File: src/rtl/sum_bcd_converter.sv
// Sequential binary-to-BCD converter (shift-and-add-3) with start/busy/done handshake.
// Optional active-low 7-segment decode with leading-zero blanking when SUM_BCD_SEG7_EN is defined.
module sum_bcd_converter #(
    parameter int unsigned IN_W   = 9,
    parameter int unsigned DIGITS = 3
) (
    input  logic                  clk,
    input  logic                  rst_n,
    input  logic                  start,
    input  logic [IN_W-1:0]       sum_in,
    output logic                  busy,
    output logic                  done,
    output logic [4*DIGITS-1:0]   bcd_out
`ifdef SUM_BCD_SEG7_EN
    ,
    output logic [7*DIGITS-1:0]   hex_out
`endif
);

    localparam int unsigned CntW = (IN_W > 1) ? $clog2(IN_W) : 1;
    localparam int unsigned BcdW = 4 * DIGITS;

    typedef enum logic [1:0] {StIdle, StConv, StDone} state_e;

    state_e              state_q;
    logic [IN_W-1:0]     shift_q;
    logic [BcdW-1:0]     scratch_q;
    logic [CntW-1:0]     cnt_q;

    logic [BcdW-1:0]      adj;
    logic [BcdW+IN_W-1:0] shifted;

    // Add-3 correction on every digit >= 5, then one left shift of {scratch, shift}.
    always_comb begin
        adj = scratch_q;
        for (int i = 0; i < int'(DIGITS); i++) begin
            if (scratch_q[4*i +: 4] >= 4'd5) begin
                adj[4*i +: 4] = scratch_q[4*i +: 4] + 4'd3;
            end
        end
        shifted = {adj, shift_q} << 1;
    end

    always_ff @(posedge clk or negedge rst_n) begin
        if (!rst_n) begin
            state_q   <= StIdle;
            shift_q   <= '0;
            scratch_q <= '0;
            cnt_q     <= '0;
            busy      <= 1'b0;
            done      <= 1'b0;
            bcd_out   <= '0;
        end else begin
            case (state_q)
                StIdle: begin
                    if (start) begin
                        shift_q   <= sum_in;
                        scratch_q <= '0;
                        cnt_q     <= CntW'(IN_W - 1);
                        busy      <= 1'b1;
                        state_q   <= StConv;
                    end
                end
                StConv: begin
                    {scratch_q, shift_q} <= shifted;
                    cnt_q                <= cnt_q - CntW'(1);
                    if (cnt_q == '0) begin
                        bcd_out <= shifted[BcdW+IN_W-1 -: BcdW];
                        busy    <= 1'b0;
                        done    <= 1'b1;
                        state_q <= StDone;
                    end
                end
                StDone: begin
                    done    <= 1'b0;
                    state_q <= StIdle;
                end
                default: begin
                    busy    <= 1'b0;
                    done    <= 1'b0;
                    state_q <= StIdle;
                end
            endcase
        end
    end

`ifdef SUM_BCD_SEG7_EN
    function automatic logic [6:0] seg7(input logic [3:0] d);
        case (d)
            4'd0:    seg7 = 7'b1000000;
            4'd1:    seg7 = 7'b1111001;
            4'd2:    seg7 = 7'b0100100;
            4'd3:    seg7 = 7'b0110000;
            4'd4:    seg7 = 7'b0011001;
            4'd5:    seg7 = 7'b0010010;
            4'd6:    seg7 = 7'b0000010;
            4'd7:    seg7 = 7'b1111000;
            4'd8:    seg7 = 7'b0000000;
            4'd9:    seg7 = 7'b0010000;
            default: seg7 = 7'b1111111;
        endcase
    endfunction

    // Walk from the most significant digit; blank zeros until the first non-zero or the ones digit.
    always_comb begin
        logic lead;
        lead    = 1'b1;
        hex_out = '1;
        for (int i = int'(DIGITS) - 1; i >= 0; i--) begin
            if (lead && (bcd_out[4*i +: 4] == 4'd0) && (i != 0)) begin
                hex_out[7*i +: 7] = 7'b1111111;
            end else begin
                hex_out[7*i +: 7] = seg7(bcd_out[4*i +: 4]);
                lead              = 1'b0;
            end
        end
    end
`endif

endmodule
File: config.mk
export PLATFORM = sky130hd
export DESIGN_NAME = sum_bcd_converter
export DESIGN_NICKNAME = d
export VERILOG_FILES = /design/src/rtl/sum_bcd_converter.sv
export SDC_FILE = /design/constraint.sdc
export NUM_CORES = 1
export LEC_CHECK = 0
export ABC_AREA = 1
export BUFFER_PORTS_ARGS = -buffer_cell sky130_fd_sc_hd__buf_2
export CORE_AREA = 2 2 74 76
export DETAILED_ROUTE_END_ITERATION = 8
export DIE_AREA = 0 0 76 78
export SLEW_MARGIN = 20
export SYNTH_ARGS = -nofsm -noshare
export SYNTH_HDL_FRONTEND = slang
export SYNTH_SLANG_ARGS = --single-unit
File: constraint.sdc
create_clock -name clk -period 1.55 [get_ports clk]
set_input_delay 0.0775 -clock clk [delete_from_list [all_inputs] [get_ports clk]]
set_output_delay 0.0775 -clock clk [all_outputs]
set_load 0.01 [all_outputs]
* Word-level counts from Yosys, hierarchy flattened *
Index checks and enable logic that the tools add are counted.

operators by class
  $lt $le $gt $ge = 3
  equality and inequality tests = 4
  reductions and logical operators = 8
  multiplexer cells = 17
  add/sub/neg operators = 4
  bitwise logic cells = 2

operator list
  cell                 count
  $pmux 12 s2          1
  $pmux 9 s2           1
  $ge 4x3->1 const B   3
  $mux 12              1
  $mux 4               3
  $mux 9               1
  $add 4x2->4 const B  2
  $pmux 4 s2           1
  $reduce_and 2->1     4
  $logic_not 4->1      1
  $mux 2               2
  $ne 2x2->1 const B   2
  $pmux 2 s2           1
  $sub 4x1->4 const B  1
  $add 3x2->3 const B  1
  $mux 1               3
  $mux 3               1
  $pmux 1 s3           1
  $reduce_and 3->1     1
  $eq 2x1->1 const B   1
  $eq 2x2->1 const B   1
  $logic_not 2->1      1
  $not 1->1            2
  $pmux 1 s2           1
  $reduce_bool 2->1    1

storage, ports and cells
  bits in registers = 41
  output and inout port bits = 14
  input bits = 12
  logic and storage cells = 45

* Depth between registers and ports, before layout *
Gate-level depths: netlist (run 1).

  depth in word-level cells = 3
  gate-level depth with buffers = 8
  gate-level depth less buffers = 8

* Worst setup path before layout (run 1) *
No wires, ideal clock.

  path type = register to register
  from = register cnt_q[0]
  to = register bcd_out[8]
  buffers on the path = 1
  data required time = 1.432 ns
  path slack = 0.336 ns
  period minus slack after synthesis = 1.214 ns
  arrival = 1.096 ns
  library setup time = 0.118 ns
  cell stages (with the launch flop) = 9
  path through = dfrtp_1 > inv_1 > ha_1 > nand3_1 > nor2_2 > inv_2 > buf_6 > nand2_1 > nand2_1

on the way
  cells in the longest elaborated chain, start to end = 2

RTL lines
  item                               RTL line  text
  start, declared                    28        logic [CntW-1:0] cnt_q;
  start signal, assigned             59        cnt_q <= CntW'(IN_W - 1);
  start signal, assigned             66        cnt_q <= cnt_q - CntW'(1);
  $logic_not 4->1                    67        if (cnt_q == '0) begin
  $reduce_and 2->1 (no source line)  n/a
  end signal, assigned               68        bcd_out <= shifted[BcdW+IN_W-1 -: BcdW];
  end, declared                      13        output logic [4*DIGITS-1:0] bcd_out

Every way passes these cells.
A chain may end at the register's enable or synchronous reset.

* Worst setup path in the final report (run 1) *
  from = register cnt_q[0]
  to = register bcd_out[7]

The elaborated chain is that of the path after synthesis.

==> results of run 1 <==
-- final timing paths --
kind,start,end,slack (ns),cells after the start
setup / recovery,cnt_q[0]$_DFFE_PN0P_,bcd_out[7]$_DFFE_PN0P_,0.17,7
hold / removal,sum_in[0],shift_q[0]$_DFFE_PN0P_,0.02,3
setup reg to reg,cnt_q[0]$_DFFE_PN0P_,bcd_out[7]$_DFFE_PN0P_,0.17,7
hold reg to reg,bcd_out[6]$_DFFE_PN0P_,bcd_out[6]$_DFFE_PN0P_,0.47,2
max in group asynchronous,rst_n,scratch_q[11]$_DFFE_PN0P_,1.05,3
min in group asynchronous,rst_n,bcd_out[2]$_DFFE_PN0P_,0.29,3
-- logic make-up (layout without fill, tap and decap cells) --
kind of cell,after synthesis,in the layout,share of synthesized area (%)
fa+ha+maj,8,8,4.975
buf+inv,31,65,7.773
flops,41,41,50.99
compound gates,32,32,9.453
simple gates,125,125,26.80
-- cell usage in the layout, fill, tap and decap left out, drive strengths merged --
cell | synthesis | routed
nand4 | 6 | 6
nand2 | 78 | 78
o22ai | 5 | 5
ha | 8 | 8
dlygate4sd3 | 0 | 1
buf | 8 | 33
nand3 | 27 | 27
nor2 | 12 | 12
dfrtp | 41 | 41
a21boi | 1 | 1
or2 | 1 | 1
o21ai | 25 | 25
nor3 | 1 | 1
inv | 23 | 23
a22oi | 1 | 1
clkbuf | 0 | 8
-- critical path: cells and delay by family (launching register included) --
kind | cells | cell delay, ns
buffers and inverters | 2 | 0.27
AND/OR/NAND/NOR | 3 | 0.37
AO/OA/AOI/OAI | 1 | 0.08
flip-flops | 1 | 0.38
adder cells (fa/ha/maj) | 1 | 0.16
-- layer usage --
metal	routed length, um	part of all wire (%)
met2	1767	44
met1	1983	50
met5	0	0
met3	174	4.4
met4	66	1.7
-- report_power, final --
group	switching (W)	internal, W
combinational	0.00149	0.000971
clock	0.000345	0.000320
sequential	0.000321	0.00160
total	0.00216	0.00289
-- through the flow --
step / worst slack, ns / hold slack, ns / util, % / cells / cell area, um2
floorplan: 0.3361 / -0.2181 / - / 237 / 2012
global placement: 0.1774 / 0.06912 / 44.42 / 332 / 2240
detailed placement: 0.1756 / 0.06759 / 44.42 / 332 / 2240
CTS: 0.1481 / 0.01734 / 46.20 / 341 / 2330
global route: 0.01169 / 0.02576 / 46.20 / 341 / 2330
finish: 0.1690 / 0.01765 / 46.20 / 341 / 2330
-- final cells by class --
class                           instances  area share, %
Sequential cell                        41          44.04
Multi-Input combinational cell        165          35.61
Timing Repair Buffer                   34          9.452
Tap cell                               70          3.759
Inverter                               23          3.706
Clock buffer                            8          3.437
-- sequential cells by signal, summed over array words and instances, names as in the netlist --
register	count
bcd_out	12
scratch_q	12
shift_q	9
cnt_q	4
state_q	2
busy	1
done	1
==> results.yml, run 1 <==
placement:
  port_buffer_cells: 25
  place_hpwl_um: 2856
  global_placement_routability_congestion: 0.7468
run_status:
  run_status: "complete, no violations"
routing:
  routed_wire_length_per_instance_um: 11.71
  initialDrtViolationCount: 113
  antenna_violating_nets_post_route: 0
  dr.pass1.iters: 4
  dr_total_vias: 1641
  drc_violations: 0
  routed_wirelength_um: 3992
  vias_cell: 4.812
timing:
  final_min_period_over_clock_period_pct: 89.09
  fin_clk_skew_ns: 0.005035
  slew-limit-headroom_pct: 75.56
  worst_pin_slew_ns: 0.3628
  totalNegativeSetupSlack_ns: 0
  timing_max_transition_violations_final: 0
  post-route-min-period_ns: 1.381
  achievable-frequency_mhz: 724.1
  setup_repair_after_global_routing_missed_its_margin: "no"
  setup_viol: 0
  report.final.hold_viol_count: 0
worst_setup_path:
  critical-path-max-stage-delay_ns: 0.38
  crit_type: "reg -> reg"
  timing.critical_path.cells: "inv_1 -> ha_1 -> nand3_1 -> nor2_2 -> inv_2 -> nand2_1 -> o21ai_0"
  crit_fanout: 16
  critPathRequiredTime_ns: 1.70
  critPathArrivalTime_ns: 1.53
  end_kind: "flop"
  timing.critical_path.from_type: "flop"
  critical-path-slowest-cell: "sky130_fd_sc_hd__dfrtp_1"
synthesis:
  synth-edff-count: 0
  seq_area_frac_synth_pct: 51.00
  synthTopCellsByCount: "76 x sky130_fd_sc_hd__nand2_1, 41 x sky130_fd_sc_hd__dfrtp_1, 26 x sky130_fd_sc_hd__nand3_1"
  synthCells: 237
  yosys.cell_count.top_type: "sky130_fd_sc_hd__nand2_1"
  ys.warnings.count: 0
  synth_cell_type_count: 24
  mappedNetlistNets: 257
  dominantRegCellSynth: "sky130_fd_sc_hd__dfrtp_1"
  avgSynthCellArea_um2: 8.489
  synth_seq_cells: 41
  syn_area_um2: 2012
  synthArstFlopShare_pct: 100.0
  synthDominantAreaCellType: "sky130_fd_sc_hd__dfrtp_1"
  ys_top_cells_by_area: "sky130_fd_sc_hd__dfrtp_1 51%, sky130_fd_sc_hd__nand2_1 14%, sky130_fd_sc_hd__nand3_1 6.5%, sky130_fd_sc_hd__ha_1 5.0%, sky130_fd_sc_hd__inv_1 3.7%"
  yosysTopAreaCellShare_pct: 51.00
grt:
  globalRouteOverflowTotal: 0
  grt_pass1_vias: 1536
  grt.total_usage_pct: 15.18
  grt_max_degree: 42
  groute.layer.met2.usage_pct: 23.39
  grt_util_met3_pct: 3.140
  met1_usage_pct: 20.46
  globalRoute.busiestLayer: "met2"
  grt_first_pass_wirelength_um: 7113
  grt_antenna_before_repair: 0
layout:
  fill_cells: 510
  multi_input_area_um2: 829.5
  nNetsFinal: 290
  num_antenna_cells: 0
  layout.area.seq_um2: 1026
  area_delta_synth_final_pct: 15.80
  layout_cell_share_with_drive_strength_beyond_1_pct: 18.08
cts:
  cts_max_path_buffers: 2
  ctsRootBufferMaster: "sky130_fd_sc_hd__clkbuf_8"
  cts_htree_levels: 2
  postCtsHoldBufs: 1
  postCtsSetupRepairBufs: 0
  cts_tree: "built"
  cts_resized: 0
  worst_skew_pair.late_latency_ns: 0.29
  cts_made_buffers: 5
  cts_sinks: 41
  clkTransAtPathRegs_ns: 0.07
power:
  report.power.total_w: 0.005050
  static-leakage-power_nw: 1.214
  areal_power_density_over_the_cells_nw_per_um2: 2168
  worst_ir_drop_vdd_v: 0.0008715
die:
  die_x_um: 76
  die_area_um2: 5928
  initial_utilization_pct: 39.90
  chipHeight_um: 78
  num_io_pins: 26
  placementRows: 26
  placeableCoreArea_um2: 5042
job:
  max-cap-violations: 0
worst_hold_path:
  hold_path.class: "in -> reg"
Power figures use the tool's default switching activity.
==> run 2: changes to the inputs <==
--- a/config.mk
+++ b/config.mk
@@ -10,6 +10,7 @@
 export CORE_AREA = 2 2 74 76
 export DETAILED_ROUTE_END_ITERATION = 8
 export DIE_AREA = 0 0 76 78
+export MAX_ROUTING_LAYER = met4
 export SLEW_MARGIN = 20
 export SYNTH_ARGS = -nofsm -noshare
 export SYNTH_HDL_FRONTEND = slang
==> results.yml, run 2 (same netlist as run 1, synthesis figures left out) <==
die:
  placeableCoreArea_um2: 5042
  num_io_pins: 26
  placementRows: 26
  chipHeight_um: 78
  die_area_um2: 5928
  die_x_um: 76
  initial_utilization_pct: 39.90
cts:
  cts_htree_levels: 2
  cts_tree: "built"
  cts_resized: 0
  worst_skew_pair.late_latency_ns: 0.29
  cts_made_buffers: 5
  cts_max_path_buffers: 2
  cts_sinks: 41
  ctsRootBufferMaster: "sky130_fd_sc_hd__clkbuf_8"
  clkTransAtPathRegs_ns: 0.07
layout:
  num_antenna_cells: 0
  postLayoutCellArea_um2: 2330
  largestRegisters: "bcd_out: 12 flops, scratch_q: 12 flops, shift_q: 9 flops"
  nNetsFinal: 290
  fill_cells: 510
  mostFrequentLayoutCells: "76 x sky130_fd_sc_hd__nand2_1, 41 x sky130_fd_sc_hd__dfrtp_1, 26 x sky130_fd_sc_hd__nand3_1"
  area_delta_synth_final_pct: 15.80
  layout_cell_share_with_drive_strength_beyond_1_pct: 18.08
  mostFrequentLayoutCell: "sky130_fd_sc_hd__nand2_1"
power:
  power_frac_comb_pct: 48.8
  clockPowerShare_pct: 13.1
  p_seq_share_pct: 38.0
  static-leakage-power_nw: 1.214
  worst_ir_drop_vdd_v: 0.0008709
  p_switching_w: 0.002158
  switching_share_pct: 42.76
  areal_power_density_over_the_cells_nw_per_um2: 2167
  power_report.internal_total_w: 0.002889
timing:
  totalNegativeSetupSlack_ns: 0
  slew-limit-headroom_pct: 75.63
  report.final.hold_viol_count: 0
  setup_viol: 0
  setup_repair_after_global_routing_missed_its_margin: "no"
  fin_clk_skew_ns: 0.004854
  worst_slack_ns: 0.1707
  timing_max_transition_violations_final: 0
  post-route-min-period_ns: 1.379
  achievable-frequency_mhz: 725.0
  worst_pin_slew_ns: 0.3617
  final_min_period_over_clock_period_pct: 88.98
worst_setup_path:
  critPathArrivalTime_ns: 1.53
  crit_type: "reg -> reg"
  timing.critical_path.cells: "inv_1 -> ha_1 -> nand3_1 -> nor2_2 -> inv_2 -> nand2_1 -> o21ai_0"
  critPathRequiredTime_ns: 1.70
  timing.critical_path.from_type: "flop"
  end_kind: "flop"
  worstPathBufferInverterCount: 2
  crit_path_max_delay_family: "flip-flops"
  critical-path-slowest-cell: "sky130_fd_sc_hd__dfrtp_1"
  critical-path-max-stage-delay_ns: 0.38
  crit_fanout: 16
placement:
  port_buffer_cells: 25
  placement.cell_area_um2: 2240
  global_placement_routability_congestion: 0.7563
  place_hpwl_um: 2856
  pre_cts_slack_ns: 0.1756
worst_hold_path:
  hold_path.class: "in -> reg"
run_status:
  run_status: "complete, no violations"
grt:
  globalRouteOverflowTotal: 0
  grt_first_pass_wirelength_um: 7113
  grt_pass1_vias: 1536
  grt_max_degree: 42
  grt.total_usage_pct: 15.61
  grt_antenna_before_repair: 0
routing:
  drc_violations: 0
  dr.pass1.iters: 4
  routed_wire_length_per_instance_um: 11.71
  antenna_violating_nets_post_route: 0
  initialDrtViolationCount: 133
  dr_total_vias: 1643
  vias_cell: 4.818
  routed_wirelength_um: 3992
job:
  max-cap-violations: 0
==> run 2: stage by stage <==
step	hold WS [ns]	utilization (%)	std cells	power, W
2_1_floorplan	-0.2181	-	237	0.003733
3_3_place_gp	0.06912	44.42	332	0.004364
3_5_place_dp	0.06759	44.42	332	0.004428
4_1_cts	0.01734	46.20	341	0.005114
5_1_grt	0.02577	46.20	341	0.005582
6_report	0.01767	46.20	341	0.005048
==> run 2: worst reg2reg max path: stages, from the launching register on <==
cell	delay, ns
sky130_fd_sc_hd__dfrtp_1	0.38
sky130_fd_sc_hd__inv_1	0.11
sky130_fd_sc_hd__ha_1	0.16
sky130_fd_sc_hd__nand3_1	0.12
sky130_fd_sc_hd__nor2_2	0.17
sky130_fd_sc_hd__inv_2	0.15
sky130_fd_sc_hd__nand2_1	0.09
sky130_fd_sc_hd__o21ai_0	0.08
==> run 2: worst paths after layout <==
path / start / endpoint / slack [ns] / cells past startpoint
worst max-delay path: cnt_q[0]$_DFFE_PN0P_ / bcd_out[7]$_DFFE_PN0P_ / 0.17 / 7
worst min-delay path: sum_in[0] / shift_q[0]$_DFFE_PN0P_ / 0.02 / 3
worst max register to register: cnt_q[0]$_DFFE_PN0P_ / bcd_out[7]$_DFFE_PN0P_ / 0.17 / 7
worst min register to register: bcd_out[6]$_DFFE_PN0P_ / bcd_out[6]$_DFFE_PN0P_ / 0.47 / 2
max in group asynchronous: rst_n / scratch_q[11]$_DFFE_PN0P_ / 1.05 / 3
min in group asynchronous: rst_n / bcd_out[2]$_DFFE_PN0P_ / 0.30 / 3
==> run 2: power groups by stage <==
| stage | Combinational [W] | Clock (W) | Sequential, W |
|---|---|---|---|
| final | 0.00247 | 0.000663 | 0.00192 |
| after CTS | 0.00250 | 0.000694 | 0.00192 |
| after global placement | 0.00245 | 0 | 0.00192 |
| after floorplan | 0.00177 | 0 | 0.00196 |
| after global routing | 0.00284 | 0.000746 | 0.00199 |
| after detailed placement | 0.00249 | 0 | 0.00194 |
==> run 2: area by class of cell <==
cell class	instances	area, um2	area share [%]
repair buffers	34	220.2	9.452
clock buffers	8	80.08	3.437
multi-input cells	165	829.5	35.61
well taps	70	87.58	3.759
inverters	23	86.33	3.706
flip-flops and latches	41	1026	44.04
==> run 2: timing repair <==
action | in CTS | in global routing
endpoints found under the hold margin | 41 | 0
hold buffers | 1 | 0
buffers inserted | 0 | 0
==> run 2: layer usage <==
layer	GRT usage (%)	vias up	wire [um]
met2	23.39	38	1759
met1	20.54	762	2001
met3	3.023	5	165
li1	-	838	-
met5	-	-	0
met4	7.455	0	66
